### src/rtl/button_pkg.sv
// button_pkg
//   Shared types and defaults for the button conditioner.
//   rep_state_t : per-channel auto-repeat FSM state
//   DEF_*       : default parameter values for the conditioner and its channels
//   cnt_width() : bits needed to hold the values 0..max_val (minimum 1)
package button_pkg;

  typedef enum logic [1:0] {
    IDLE   = 2'd0,
    DELAY  = 2'd1,
    REPEAT = 2'd2
  } rep_state_t;

  localparam int DEF_N_BTN          = 8;
  localparam int DEF_SAMPLE_DIV     = 5000;
  localparam int DEF_STABLE_SAMPLES = 31;
  localparam int DEF_REPEAT_DELAY   = 500;
  localparam int DEF_REPEAT_RATE    = 100;

  function automatic int cnt_width(input int max_val);
    return (max_val < 1) ? 1 : $clog2(max_val + 1);
  endfunction

endpackage

### src/rtl/button_conditioner_channel.sv
// btn_channel
//   One button channel: 2-flop synchroniser, sample-tick integrator debouncer,
//   registered press/release strobes and an auto-repeat FSM.
//   Ports:
//     clk, rst     : clock, synchronous active-high reset
//     sample_tick  : shared 1-cycle debounce sample strobe
//     btn_raw      : asynchronous raw level
//     repeat_en    : auto-repeat enable, checked every clock
//     btn_level    : debounced level
//     btn_press    : 1-cycle strobe on debounced 0->1
//     btn_release  : 1-cycle strobe on debounced 1->0
//     btn_repeat   : 1-cycle auto-repeat strobe
//     btn_step     : btn_press | btn_repeat
//
//   Repeat FSM:
//     state  | meaning
//     IDLE   | no repeat activity
//     DELAY  | pressed with repeat enabled, counting ticks to the first repeat
//     REPEAT | counting ticks between subsequent repeats
module btn_channel
  import button_pkg::*;
#(
  parameter int STABLE_SAMPLES = DEF_STABLE_SAMPLES,
  parameter int REPEAT_DELAY   = DEF_REPEAT_DELAY,
  parameter int REPEAT_RATE    = DEF_REPEAT_RATE
) (
  input  logic clk,
  input  logic rst,
  input  logic sample_tick,
  input  logic btn_raw,
  input  logic repeat_en,
  output logic btn_level,
  output logic btn_press,
  output logic btn_release,
  output logic btn_repeat,
  output logic btn_step
);

  localparam int CNT_W = cnt_width(STABLE_SAMPLES);
  localparam int RC_W  = cnt_width((REPEAT_DELAY > REPEAT_RATE) ? REPEAT_DELAY : REPEAT_RATE);

  logic             sync_meta;
  logic             sync_s;
  logic [CNT_W-1:0] cnt;
  logic [CNT_W-1:0] cnt_inc;
  logic             flip;
  logic             press_d;
  logic             release_d;

  rep_state_t       state;
  rep_state_t       state_nxt;
  logic [RC_W-1:0]  rc;
  logic [RC_W-1:0]  rc_nxt;
  logic [RC_W-1:0]  rc_inc;
  logic             rep_exit;
  logic             delay_done;
  logic             rate_done;
  logic             repeat_d;

  // Level flips only when the sampled input has disagreed for STABLE_SAMPLES
  // consecutive ticks; press/release are derived from the same condition so
  // they land on the same edge as the level change.
  assign cnt_inc   = cnt + CNT_W'(1);
  assign flip      = sample_tick && (sync_s != btn_level) &&
                     (cnt_inc == CNT_W'(STABLE_SAMPLES));
  assign press_d   = flip & ~btn_level;
  assign release_d = flip & btn_level;

  always_ff @(posedge clk) begin
    if (rst) begin
      sync_meta   <= 1'b0;
      sync_s      <= 1'b0;
      cnt         <= '0;
      btn_level   <= 1'b0;
      btn_press   <= 1'b0;
      btn_release <= 1'b0;
      btn_step    <= 1'b0;
    end else begin
      sync_meta <= btn_raw;
      sync_s    <= sync_meta;
      if (sample_tick) begin
        if (sync_s == btn_level) begin
          cnt <= '0;
        end else if (flip) begin
          cnt       <= '0;
          btn_level <= ~btn_level;
        end else begin
          cnt <= cnt_inc;
        end
      end
      btn_press   <= press_d;
      btn_release <= release_d;
      btn_step    <= press_d | repeat_d;
    end
  end

  // Release and a dropped enable both abort repeating immediately; the
  // release uses the same-edge condition so no repeat can coincide with it.
  assign rc_inc     = rc + RC_W'(1);
  assign rep_exit   = release_d | ~repeat_en;
  assign delay_done = sample_tick && (state == DELAY)  && (rc_inc == RC_W'(REPEAT_DELAY));
  assign rate_done  = sample_tick && (state == REPEAT) && (rc_inc == RC_W'(REPEAT_RATE));

  always_ff @(posedge clk) begin
    if (rst) begin
      state      <= IDLE;
      rc         <= '0;
      btn_repeat <= 1'b0;
    end else begin
      state      <= state_nxt;
      rc         <= rc_nxt;
      btn_repeat <= repeat_d;
    end
  end

  always_comb begin
    state_nxt = state;
    rc_nxt    = rc;
    case (state)
      IDLE: begin
        if (press_d && repeat_en) begin
          state_nxt = DELAY;
          rc_nxt    = '0;
        end
      end
      DELAY: begin
        if (sample_tick) begin
          if (delay_done) begin
            state_nxt = REPEAT;
            rc_nxt    = '0;
          end else begin
            rc_nxt = rc_inc;
          end
        end
      end
      REPEAT: begin
        if (sample_tick) begin
          rc_nxt = rate_done ? '0 : rc_inc;
        end
      end
      default: begin
        state_nxt = IDLE;
        rc_nxt    = '0;
      end
    endcase
    if (rep_exit) begin
      state_nxt = IDLE;
      rc_nxt    = '0;
    end
  end

  always_comb begin
    repeat_d = (delay_done | rate_done) & ~rep_exit;
  end

endmodule

### src/rtl/button_conditioner.sv
// button_conditioner
//   Debounces N_BTN raw button/switch inputs against a shared sample tick and
//   produces clean levels plus press, release, auto-repeat and step strobes.
//   Ports:
//     clk, rst     : clock, synchronous active-high reset
//     btn_raw      : asynchronous raw levels, active-high
//     repeat_en    : per-channel auto-repeat enable
//     btn_level    : debounced levels
//     btn_press    : 1-cycle strobes on debounced 0->1
//     btn_release  : 1-cycle strobes on debounced 1->0
//     btn_repeat   : 1-cycle auto-repeat strobes while held
//     btn_step     : btn_press | btn_repeat
//     sample_tick  : 1-cycle strobe every SAMPLE_DIV clocks
module button_conditioner
  import button_pkg::*;
#(
  parameter int N_BTN          = DEF_N_BTN,
  parameter int SAMPLE_DIV     = DEF_SAMPLE_DIV,
  parameter int STABLE_SAMPLES = DEF_STABLE_SAMPLES,
  parameter int REPEAT_DELAY   = DEF_REPEAT_DELAY,
  parameter int REPEAT_RATE    = DEF_REPEAT_RATE
) (
  input  logic             clk,
  input  logic             rst,
  input  logic [N_BTN-1:0] btn_raw,
  input  logic [N_BTN-1:0] repeat_en,
  output logic [N_BTN-1:0] btn_level,
  output logic [N_BTN-1:0] btn_press,
  output logic [N_BTN-1:0] btn_release,
  output logic [N_BTN-1:0] btn_repeat,
  output logic [N_BTN-1:0] btn_step,
  output logic             sample_tick
);

  localparam int DIV_W = cnt_width(SAMPLE_DIV - 1);

  logic [DIV_W-1:0] div_cnt;
  logic             div_wrap;

  assign div_wrap = (div_cnt == DIV_W'(SAMPLE_DIV - 1));

  always_ff @(posedge clk) begin
    if (rst) begin
      div_cnt <= '0;
    end else if (div_wrap) begin
      div_cnt <= '0;
    end else begin
      div_cnt <= div_cnt + DIV_W'(1);
    end
  end

  // Gated by rst so the tick stays low in reset even when SAMPLE_DIV is 1.
  assign sample_tick = div_wrap & ~rst;

  for (genvar i = 0; i < N_BTN; i++) begin : g_ch
    btn_channel #(
      .STABLE_SAMPLES (STABLE_SAMPLES),
      .REPEAT_DELAY   (REPEAT_DELAY),
      .REPEAT_RATE    (REPEAT_RATE)
    ) u_ch (
      .clk         (clk),
      .rst         (rst),
      .sample_tick (sample_tick),
      .btn_raw     (btn_raw[i]),
      .repeat_en   (repeat_en[i]),
      .btn_level   (btn_level[i]),
      .btn_press   (btn_press[i]),
      .btn_release (btn_release[i]),
      .btn_repeat  (btn_repeat[i]),
      .btn_step    (btn_step[i])
    );
  end

endmodule

### config.mk
export PLATFORM = sky130hd
export DESIGN_NAME = button_conditioner
export DESIGN_NICKNAME = d
export VERILOG_FILES = /design/src/rtl/button_pkg.sv /design/src/rtl/button_conditioner_channel.sv /design/src/rtl/button_conditioner.sv
export SDC_FILE = /design/constraint.sdc
export NUM_CORES = 1
export LEC_CHECK = 0
export BUFFER_PORTS_ARGS = -buffer_cell sky130_fd_sc_hd__buf_2
export CAP_MARGIN = 20
export CELL_PAD_IN_SITES_DETAIL_PLACEMENT = 1
export CELL_PAD_IN_SITES_GLOBAL_PLACEMENT = 1
export CORE_ASPECT_RATIO = 0.5
export CORE_MARGIN = 1
export CORE_UTILIZATION = 50
export CTS_BUF_LIST = sky130_fd_sc_hd__clkbuf_2
export CTS_CLUSTER_SIZE = 20
export DETAILED_ROUTE_END_ITERATION = 10
export PLACE_DENSITY_LB_ADDON = 0.1
export SLEW_MARGIN = 30
export SYNTH_ARGS = -nofsm -noshare
export SYNTH_HDL_FRONTEND = slang
export SYNTH_SLANG_ARGS = --single-unit
export TNS_END_PERCENT = 100
### constraint.sdc
create_clock -name clk -period 4.4 [get_ports clk]
set_input_delay 0.88 -clock clk [delete_from_list [all_inputs] [get_ports clk]]
set_output_delay 0.88 -clock clk [all_outputs]
set_load 0.02 [all_outputs]
# ---- Word-level counts from Yosys, hierarchy flattened
# Cells that the tools add are included.
dict set report classes {
  add_sub_neg 17
  n_eq_ne 89
  mux 96
  bitwise 90
  reduce_logical 97
}
# op count
set op_table {}
lappend op_table {{$mux 9} 40}
lappend op_table {{$pmux 9 s3} 8}
lappend op_table {{$mux 5} 16}
lappend op_table {{$add 9x1->9 const B} 8}
lappend op_table {{$eq 9x7->1 const B} 8}
lappend op_table {{$eq 9x9->1 const B} 8}
lappend op_table {{$logic_and 1x1->1} 56}
lappend op_table {{$mux 2} 24}
lappend op_table {{$pmux 2 s3} 8}
lappend op_table {{$reduce_and 3->1} 16}
lappend op_table {{$not 1->1} 41}
lappend op_table {{$add 5x1->5 const B} 8}
lappend op_table {{$eq 5x5->1 const B} 8}
lappend op_table {{$ne 2x1->1 const B} 18}
lappend op_table {{$reduce_and 4->1} 8}
lappend op_table {{$ne 2x2->1 const B} 14}
lappend op_table {{$and 1x1->1} 25}
lappend op_table {{$or 1x1->1} 24}
lappend op_table {{$reduce_or 2->1} 9}
lappend op_table {{$eq 2x1->1 const B} 8}
lappend op_table {{$eq 2x2->1 const B} 8}
lappend op_table {{$logic_not 2->1} 8}
lappend op_table {{$add 13x1->13 const B} 1}
lappend op_table {{$eq 13x13->1 const B} 1}
lappend op_table {{2 further kinds} 16}
dict set report word_totals {
  register_bits 197
  input_bits 18
  output_inout_bits 41
  word_cells 470
}

# ---- Logic depth before layout (Yosys ltp)
# Gate-level depths: netlist (run 1).
dict set report logic_depth {
  ltp_word 9
  depth_mapped 12
  mapped_depth_nobuf 9
}

# ---- Cells and area by module
# A second synthesis (run 1) with hierarchy kept.
dict set report hier_totals {
  hier_cells 1482
  area_unflattened_um2 12101.6
}
# module instances cells_per_inst area_per_inst_um2 seq_area_each_um2
set by_module_without_submodules {}
lappend by_module_without_submodules {{btn_channel at g_ch[0].u_ch ...} 6 175 1413.9 460.4}
lappend by_module_without_submodules {{btn_channel at g_ch[3].u_ch} 1 186 1519.0 460.4}
lappend by_module_without_submodules {{btn_channel at g_ch[7].u_ch} 1 182 1481.4 460.4}
lappend by_module_without_submodules {button_conditioner 1 64 618.1 260.2}

# ---- Worst setup path before layout (run 1)
# No wires, ideal clock.
dict set report synth_path {
  kind {input to register}
  start {input rst}
  end {register g_ch[4].u_ch.state[0]}
  setup_time_ps 128
  t_arrival_ps 2552
  required_ps 4272
  path_slack_ps 1720
  cell_stages 7
  path_buffers 0
  path_cell_list {nor3b_1 > nand4_1 > or4_1 > o41a_1 > a21o_1 > mux2i_1 > nor2_1}
}
dict set report synth_via {
  elab_chain_cells 8
  word_cells_on_any_way 15
  classes_between {3 x eq/ne; 5 x bitwise; 7 x reduce/logical}
}
# element line
set synth_rtl {}
lappend synth_rtl {{start, declared} button_conditioner.sv:24} ;# input logic rst,
lappend synth_rtl {{$not 1->1} button_conditioner.sv:53} ;# assign sample_tick = div_wrap & ~rst;
lappend synth_rtl {{$and 1x1->1} button_conditioner.sv:53}
lappend synth_rtl {{$logic_and 1x1->1 (2 in series)} button_conditioner_channel.sv:64} ;# assign flip = sample_tick && (sync_s != btn_level) &&
lappend synth_rtl {{$and 1x1->1} button_conditioner_channel.sv:66} ;# assign press_d = flip & ~btn_level;
lappend synth_rtl {{$logic_and 1x1->1} button_conditioner_channel.sv:121} ;# if (press_d && repeat_en) begin
lappend synth_rtl {{$ne 2x1->1 (no line)} -}
lappend synth_rtl {{$reduce_and 4->1 (no line)} -}
lappend synth_rtl {{end signal, assigned} button_conditioner_channel.sv:110} ;# state <= state_nxt;
lappend synth_rtl {{end, declared} button_conditioner_channel.sv:50} ;# rep_state_t state;
# Parallel ways exist; a longest one is shown, timed or not.
# A chain may end at the register's enable or synchronous reset.

# ---- Worst setup path in the final report (run 1)
dict set report layout_path {
  start {register div_cnt[0]}
  end {output sample_tick}
}
dict set report layout_via {
  elab_chain_cells 2
}
# element line
set layout_rtl {}
lappend layout_rtl {{start, declared} button_conditioner.sv:37} ;# logic [DIV_W-1:0] div_cnt;
lappend layout_rtl {{start signal, assigned} button_conditioner.sv:48} ;# div_cnt <= div_cnt + DIV_W'(1);
lappend layout_rtl {{$eq 13x13->1} button_conditioner.sv:40} ;# assign div_wrap = (div_cnt == DIV_W'(SAMPLE_DIV - 1));
lappend layout_rtl {{$and 1x1->1} button_conditioner.sv:53}
lappend layout_rtl {{end, declared} button_conditioner.sv:32} ;# output logic sample_tick
# Every way passes these cells.

==> flow_summary.ini, run 1 <==
[status]
run_status = finished, final reports clean

[final_layout]
mostFrequentLayoutCell = dfxtp_1
layout.nets = 1519
stdcell_count = 1758
layout-drive-gt1-share_pct = 9.17
syn_to_final_growth_pct = 3.24
nFillCells = 2853
stdcell_area_um2 = 12000
layout_common_cells = dfxtp_1, nand2_1, nor2_1

[sta]
rsz0062_at_grt = no
max_freq_mhz = 241
setup_tns_ns = 0
worst_slew_pin_slew_ns = 0.841
finalSetupViolCount = 0
hold_viol = 0
skew_ns = 0.0351
period_needed_ns = 4.15
setup_slack_ns = 0.255
drv_slew = 0
slew_headroom_pct = 43.3
min_period_over_period_pct = 94.2

[power_and_ir_drop]
peakVddDrop_v = 0.000134
finalPower_mw = 2.66
p_per_area_nw_per_um2 = 221
leakage_nw = 4.17

[clock_network]
postCtsSetupBuffers = 0
ctsHoldBuffers = 0
htree_levels = 4
clk_transition_reported_paths_ns = 0.26
clock_path_buffers = 2
clkSinkCount = 197
cts-resized-gates = 0
cts_tree = built
numCtsBuffers = 17
clock-root-buffer = clkbuf_2
worstSkewPairLatency_ns = 0.88

[flow_run]
cap_violations = 0

[global_route]
grt.total_usage_pct = 24.9
antenna_found_initial = 0
grt_max_degree = 50
first_global_vias = 10200
gr-total-overflow = 0
grt_pass1_wl_um = 48600

[yosys]
ys_ff_latch = 197
synth_top_area_share_pct = 33.8
yosysTopAreaCell = dfxtp_1
synth_cell_types = 90
synth.avg_cell_area_um2 = 8.04
ys_seq_area_share_pct = 33.8
synth_top_flop_cell = dfxtp_1
synth_nets = 1533
synth-edff-count = 0
synthArstFlopShare_pct = 0
synth_area_leaders = dfxtp_1, ha_1, nand2_1
syn_inst = 1451
synth_area_um2 = 11700
ys_warn_count = 0

[floorplan]
start_util_pct = 51.1
die_h_um = 110
die_w_um = 218
rows = 39
core_area_um2 = 22800
dieArea_um2 = 24000
io_pins = 59

[setup_path]
required_ns = 3.52
arrival_ns = 3.27
endpoint_kind = primary output
startpoint_type = flop
critical_path_class = flop to primary output
critPathMaxFanout = 17

[route]
first_pass_iters = 4
drc = 0
wl_um = 29600
drt_iter0_markers = 495
vias = 10400
antenna_left = 0
wl_per_cell_um = 16.9
viasPerCell = 5.90

[placed_design]
port_buffers = 58
gp_congestion = 0.854
pre_cts_slack_ns = 0.644
placed_area_um2 = 11900
hpwl_um = 21500
dp_cells = 1725

[worst_hold_path]
hp-class = input port to flop
path summary, 6_finish.rpt:
path / from / end / slack, ns / cells after the start
setup / recovery: div_cnt[0] / sample_tick / 0.25 / 7
hold / removal: btn_raw[4] / g_ch[4].u_ch.sync_meta / 0.21 / 2
setup reg to reg: div_cnt[0] / g_ch[6].u_ch.rc[5] / 0.96 / 10
hold reg to reg: g_ch[6].u_ch.sync_meta / g_ch[6].u_ch.sync_s / 0.47 / 1
critical path, cell delays in order, from the launching register on:
cell,delay [ns]
dfxtp_1,0.44
ha_1,0.25
and4bb_1,0.26
nand4_1,0.30
buf_4,0.35
inv_2,0.27
buf_4,0.31
buf_2,0.21
metrics by stage:
step,utilization [%],hold WS (ns)
after floorplan,-,0.414
after global placement,52.0,0.416
after detailed placement,52.0,0.426
after CTS,52.7,0.150
after global routing,52.7,0.159
final,52.7,0.213
flip-flops by register name (all words and copies together), names as in the netlist:
signal and cells:
div_cnt 13, g_ch.u_ch.btn_press 8, g_ch.u_ch.btn_step 8, g_ch.u_ch.cnt 40
g_ch.u_ch.btn_repeat 8, g_ch.u_ch.sync_meta 8, g_ch.u_ch.sync_s 8, g_ch.u_ch.btn_level 8
g_ch.u_ch.state 16, g_ch.u_ch.rc 72, g_ch.u_ch.btn_release 8
cells by family (layout without fill, tap and decap cells):
family          after synthesis  after routing  share of synthesized area (%)
flops                       197            197                           33.8
xor+xnor                     30             30                           2.25
compound gates              374            374                           21.4
mux                          17             17                           1.47
simple gates                610            610                           27.6
other cells                   0              1                              0
fa+ha+maj                    64             64                           6.86
buf+inv                     159            158                           6.62
cells in the mapped netlist, types with 7 or more instances:
cell       instances
o221ai_1          12
xor2_1            14
a211oi_1           7
and3_1             9
mux2i_1           16
buf_4             41
inv_1             53
o22ai_1            7
buf_2             16
o2111ai_1          9
dfxtp_1          197
a31oi_1           10
a21boi_0           9
clkbuf_1          44
nand2b_1          36
nor4_1             7
nor2_1           107
and2_1            14
o211ai_1          13
o21ai_0           68
xnor2_1           16
o21ai_1           13
o21a_1            11
a21o_1            15
a221o_1            7
a211o_1           10
nand4_1           21
nor3b_1           10
or3_1             21
nand3b_1          16
o31ai_1           17
nor3_1            34
nand3_1           72
nand2_1          147
or2_2             10
nor2b_1           54
and3b_1            7
ha_1              64
a21oi_1          106
per-layer routing:
| layer | part of all wire [%] | global-route usage (%) |
|---|---|---|
| met5 | 0 | 0 |
| met4 | 1.4 | 7.39 |
| met3 | 2.9 | 4.58 |
| met2 | 48 | 44.1 |
| met1 | 48 | 31.2 |
report_power, final:
group | internal (mW) | switching (mW) | leakage (nW)
Sequential | 1.80 | 0.00590 | 1.59
Combinational | 0.0229 | 0.0471 | 2.47
Clock | 0.143 | 0.638 | 0.116
Total | 1.97 | 0.692 | 4.17
final cells by class:
type | instances | area, um^2 | share of cell area [%]
timing repair buffer | 72 | 395 | 3.28
antenna | 1 | 2.50 | 0.0208
multi-input combinational | 1095 | 6950 | 57.7
clock inverter | 12 | 65.1 | 0.540
tap | 307 | 384 | 3.19
clock buffer | 20 | 100 | 0.831
inverter | 54 | 203 | 1.68
sequential | 197 | 3940 | 32.7
Power figures use the tool's default switching activity.
==> run 2, diff against run 1 <==
--- a/config.mk
+++ b/config.mk
@@ -16,6 +16,7 @@
 export CTS_CLUSTER_SIZE = 20
 export DETAILED_ROUTE_END_ITERATION = 10
 export PLACE_DENSITY_LB_ADDON = 0.1
+export RECOVER_POWER = 100
 export SLEW_MARGIN = 30
 export SYNTH_ARGS = -nofsm -noshare
 export SYNTH_HDL_FRONTEND = slang
==> flow_summary.ini, run 2 (synthesis gave the netlist of run 1 again) <==
[sta]
period_needed_ns = 4.15
slew_headroom_pct = -59.9
worst_slew_pin_slew_ns = 2.40
setup_slack_ns = 0.251
setup_tns_ns = 0
skew_ns = 0.0267
drv_slew = 50
finalSetupViolCount = 0
max_freq_mhz = 241
hold_viol = 0
min_period_over_period_pct = 94.3
whs_ns = 0.209
rsz0062_at_grt = no

[clock_network]
clkSinkCount = 197
cts-resized-gates = 0
ctsHoldBuffers = 0
cts_tree = built
clock-root-buffer = clkbuf_2
clock_path_buffers = 2
clk_transition_reported_paths_ns = 0.26
numCtsBuffers = 17
postCtsSetupBuffers = 0
htree_levels = 4
worstSkewPairLatency_ns = 0.88

[flow_run]
cap_violations = 1

[final_layout]
fin_util_pct = 52.3
top_register = g_ch.u_ch.rc
layout_common_cells = dfxtp_1, nand2_1, nor2_1
stdcell_area_um2 = 11900
layout.nets = 1519
mostFrequentLayoutCell = dfxtp_1
syn_to_final_growth_pct = 2.36
layout-drive-gt1-share_pct = 5.66
stdcell_count = 1758
largest_register_ffs = 72
top_regs = g_ch.u_ch.rc (72), g_ch.u_ch.cnt (40), g_ch.u_ch.state (16)

[route]
drc = 0
wl_per_cell_um = 16.8
antenna_left = 0
drt_iter0_markers = 483
wl_um = 29600
first_pass_iters = 4
vias = 10300
viasPerCell = 5.88

[global_route]
antenna_found_initial = 0
first_global_vias = 10200
grt.total_usage_pct = 24.9
grt_max_degree = 50
gr-total-overflow = 0
grt_pass1_wl_um = 48600

[worst_hold_path]
hp-class = input port to flop
hp-start = btn_raw[4]

[setup_path]
required_ns = 3.52
endpoint_kind = primary output
critPathMaxFanout = 17
worst-r2r-setup-slack_ns = 0.85
cp-startpoint = div_cnt[0]
arrival_ns = 3.27
critical_path_class = flop to primary output
startpoint_type = flop
worstReg2RegStart = div_cnt[0]

[placed_design]
pre_cts_slack_ns = 0.644
dp_cells = 1725
gp_congestion = 0.854
hpwl_um = 21500
placed_area_um2 = 11900
port_buffers = 58

[floorplan]
start_util_pct = 51.1
io_pins = 59
die_h_um = 110
core_area_um2 = 22800
die_w_um = 218
rows = 39
dieArea_um2 = 24000

[power_and_ir_drop]
finalPower_mw = 2.65
p_per_area_nw_per_um2 = 222
peakVddDrop_v = 0.000133
leakage_nw = 3.95

[status]
run_status = finished with violations
violations = max-capacitance violations, max-slew violations
## run 2: changes by cell type in the layout (fill, tap and decap cells not counted), moves of 2 or more
cell,previous run,this run
a2111oi_0,1,3
buf_2,58,17
buf_4,14,6
clkbuf_1,0,48
o21ai_0,68,73
o21ai_1,13,9
## run 2: final cells by class
class,count,area (um^2)
flip-flops and latches,197,3940
fillers,2874,10900
multi-input cells,1095,6930
repair buffers,72,315
diodes,1,2.50
well taps,307,384
clock buffers,20,100
clock inverters,12,65.1
inverters,54,203
## run 2: path summary, 6_finish.rpt
path,to,cells after the start
worst min-delay path,g_ch[4].u_ch.sync_meta,2
worst max-delay path,sample_tick,7
worst max register to register,g_ch[1].u_ch.rc[5],12
worst min register to register,g_ch[6].u_ch.sync_s,1
## run 2: critical path: stages, from the launching register on
cell      delay (ns)
dfxtp_1         0.43
ha_1            0.25
and4bb_1        0.26
nand4_1         0.30
buf_4           0.35
inv_2           0.26
buf_4           0.31
clkbuf_2        0.22
## run 2: routing by layer
| metal | track usage, % | part of all wire (%) | wire (um) | vias to the layer above |
|---|---|---|---|---|
| met1 | 31.2 | 48 | 14200 | 5073 |
| li1 | - | - | - | 5137 |
| met3 | 4.58 | 2.6 | 759 | 28 |
| met2 | 44.1 | 48 | 14200 | 97 |
| met4 | 7.39 | 1.3 | 393 | 0 |
| met5 | 0 | 0 | 0 | - |
## run 2: report_power, final
part | internal (mW) | leakage, nW | switching (mW)
registers | 1.80 | 1.59 | 0.00590
logic | 0.0208 | 2.24 | 0.0468
clock network | 0.143 | 0.116 | 0.633
total | 1.96 | 3.95 | 0.686
==> run 3, diff against run 2 <==
--- a/config.mk
+++ b/config.mk
@@ -9,9 +9,9 @@
 export CAP_MARGIN = 20
 export CELL_PAD_IN_SITES_DETAIL_PLACEMENT = 1
 export CELL_PAD_IN_SITES_GLOBAL_PLACEMENT = 1
-export CORE_ASPECT_RATIO = 0.5
+export CORE_ASPECT_RATIO = 0.9
 export CORE_MARGIN = 1
-export CORE_UTILIZATION = 50
+export CORE_UTILIZATION = 52
 export CTS_BUF_LIST = sky130_fd_sc_hd__clkbuf_2
 export CTS_CLUSTER_SIZE = 20
 export DETAILED_ROUTE_END_ITERATION = 10
==> constraint.sdc (replaced) <==
create_clock -name clk -period 4.4 [get_ports clk]
set_input_delay 1.32 -clock clk [delete_from_list [all_inputs] [get_ports clk]]
set_output_delay 1.32 -clock clk [all_outputs]
set_load 0.02 [all_outputs]
==> flow_summary.ini, run 3 (synthesis gave the netlist of run 1 again) <==
[sta]
setup_tns_ns = 0
worst_slew_pin_slew_ns = 1.43
slew_headroom_pct = 3.40
setup_slack_ns = 0.575
hold_viol = 0
skew_ns = 0.0624
drv_slew = 0
period_needed_ns = 3.83
whs_ns = 0.438
max_freq_mhz = 261
rsz0062_at_grt = no
min_period_over_period_pct = 86.9
finalSetupViolCount = 0

[setup_path]
worstReg2RegStart = div_cnt[0]
arrival_ns = 4.56
startpoint_type = flop
critical_path_class = flop to flop
endpoint_kind = flop
cp_top_family = simple AND/OR/NAND/NOR gates
required_ns = 5.14
cp_cell_sequence = ha_1, and4bb_1, nand4_1, clkbuf_1, or2_2, o21ai_0, nor3b_1, or2_1
cpPeakStageDelay_ns = 1.10
cp-startpoint = div_cnt[0]
critical_path_buf_inv_count = 1
cp_slowest_cell = o21ai_0
critPathMaxFanout = 20

[final_layout]
mostFrequentLayoutCell = dfxtp_1
regArea_um2 = 3940
layout.nets = 1522
nFillCells = 2783
syn_to_final_growth_pct = 3.56
multi_input_area_um2 = 6930
layout_common_cells = dfxtp_1, nand2_1, nor2_1
top_regs = g_ch.u_ch.rc (72), g_ch.u_ch.cnt (40), g_ch.u_ch.state (16)
top_register = g_ch.u_ch.rc
largest_register_ffs = 72
layout-drive-gt1-share_pct = 5.37

[power_and_ir_drop]
peakVddDrop_v = 0.000147
leakage_nw = 4.01
p_per_area_nw_per_um2 = 248

[worst_hold_path]
hp-class = flop to flop
hp-start = g_ch[0].u_ch.sync_meta

[clock_network]
ctsHoldBuffers = 0
numCtsBuffers = 17
cts-resized-gates = 0
clkSinkCount = 197
clock_path_buffers = 2
clock-root-buffer = clkbuf_2
worstSkewPairLatency_ns = 0.80
htree_levels = 4
cts_tree = built
clk_transition_reported_paths_ns = 0.30
postCtsSetupBuffers = 0

[floorplan]
die_h_um = 144
dieArea_um2 = 23000
io_pins = 59
die_w_um = 160
rows = 51
core_area_um2 = 21800
start_util_pct = 53.5

[placed_design]
port_buffers = 58
hpwl_um = 20700
gp_congestion = 0.810
pre_cts_slack_ns = 0.695

[status]
run_status = finished, final reports clean

[route]
viasPerCell = 5.90
wl_um = 28900
first_pass_iters = 4
drc = 0
wl_per_cell_um = 16.6
antenna_left = 0
vias = 10300
drt_iter0_markers = 534

[flow_run]
cap_violations = 0

[global_route]
antenna_found_initial = 1
gr-total-overflow = 0
grt.total_usage_pct = 24.7
grt_max_degree = 50
first_global_vias = 10000
grt_pass1_wl_um = 47600
run 3: changes by cell type in the layout (fill, tap and decap cells not counted), moves of 2 or more:
| cell | delta |
|---|---|
| clkbuf_1 | +7 |
| bufinv_16 | +6 |
| clkinv_2 | -6 |
| clkbuf_2 | -3 |
| buf_4 | -2 |
| clkinv_4 | +2 |
run 3: worst paths after layout:
path	slack (ns)	end	depth (start not counted)
max	0.57	g_ch[7].u_ch.btn_step	8
min	0.44	g_ch[0].u_ch.sync_s	1
max reg2reg	0.57	g_ch[7].u_ch.btn_step	8
min reg2reg	0.44	g_ch[0].u_ch.sync_s	1
run 3: layer usage:
layer  vias to the layer above  global-route usage (%)  wire, um
met3                        16                    3.56       690
met4                         0                    5.86       227
met5                         -                       0         0
li1                       5140                       -         -
met2                       107                    43.4     13900
met1                      5028                    32.1     14100
run 3: final cells by class:
type / count / share of cell area [%]
Multi-Input combinational cell: 1095 / 57.4
Timing Repair Buffer: 75 / 2.62
Inverter: 54 / 1.68
Clock buffer: 18 / 0.746
Sequential cell: 197 / 32.6
Antenna cell: 1 / 0.0207
Clock inverter: 13 / 1.91
Tap cell: 291 / 3.01
run 3: stage by stage:
step | utilization (%) | instances | cell area (um^2) | total power [mW]
global placement | 54.5 | 1712 | 11900 | 1.90
global route | 55.4 | 1744 | 12100 | 3.11
finish | 55.4 | 1744 | 12100 | 3.00
floorplan | - | 1451 | 11700 | 1.88
CTS | 56.0 | 1743 | 12200 | 3.04
detailed placement | 54.5 | 1712 | 11900 | 1.91
run 3: power by group:
group | total (mW) | switching [mW] | internal [mW] | leakage, nW
Sequential | 1.81 | 0.00568 | 1.80 | 1.59
Combinational | 0.0656 | 0.0448 | 0.0208 | 2.24
Clock | 1.12 | 0.638 | 0.487 | 0.180
Total | 3.00 | 0.689 | 2.31 | 4.01
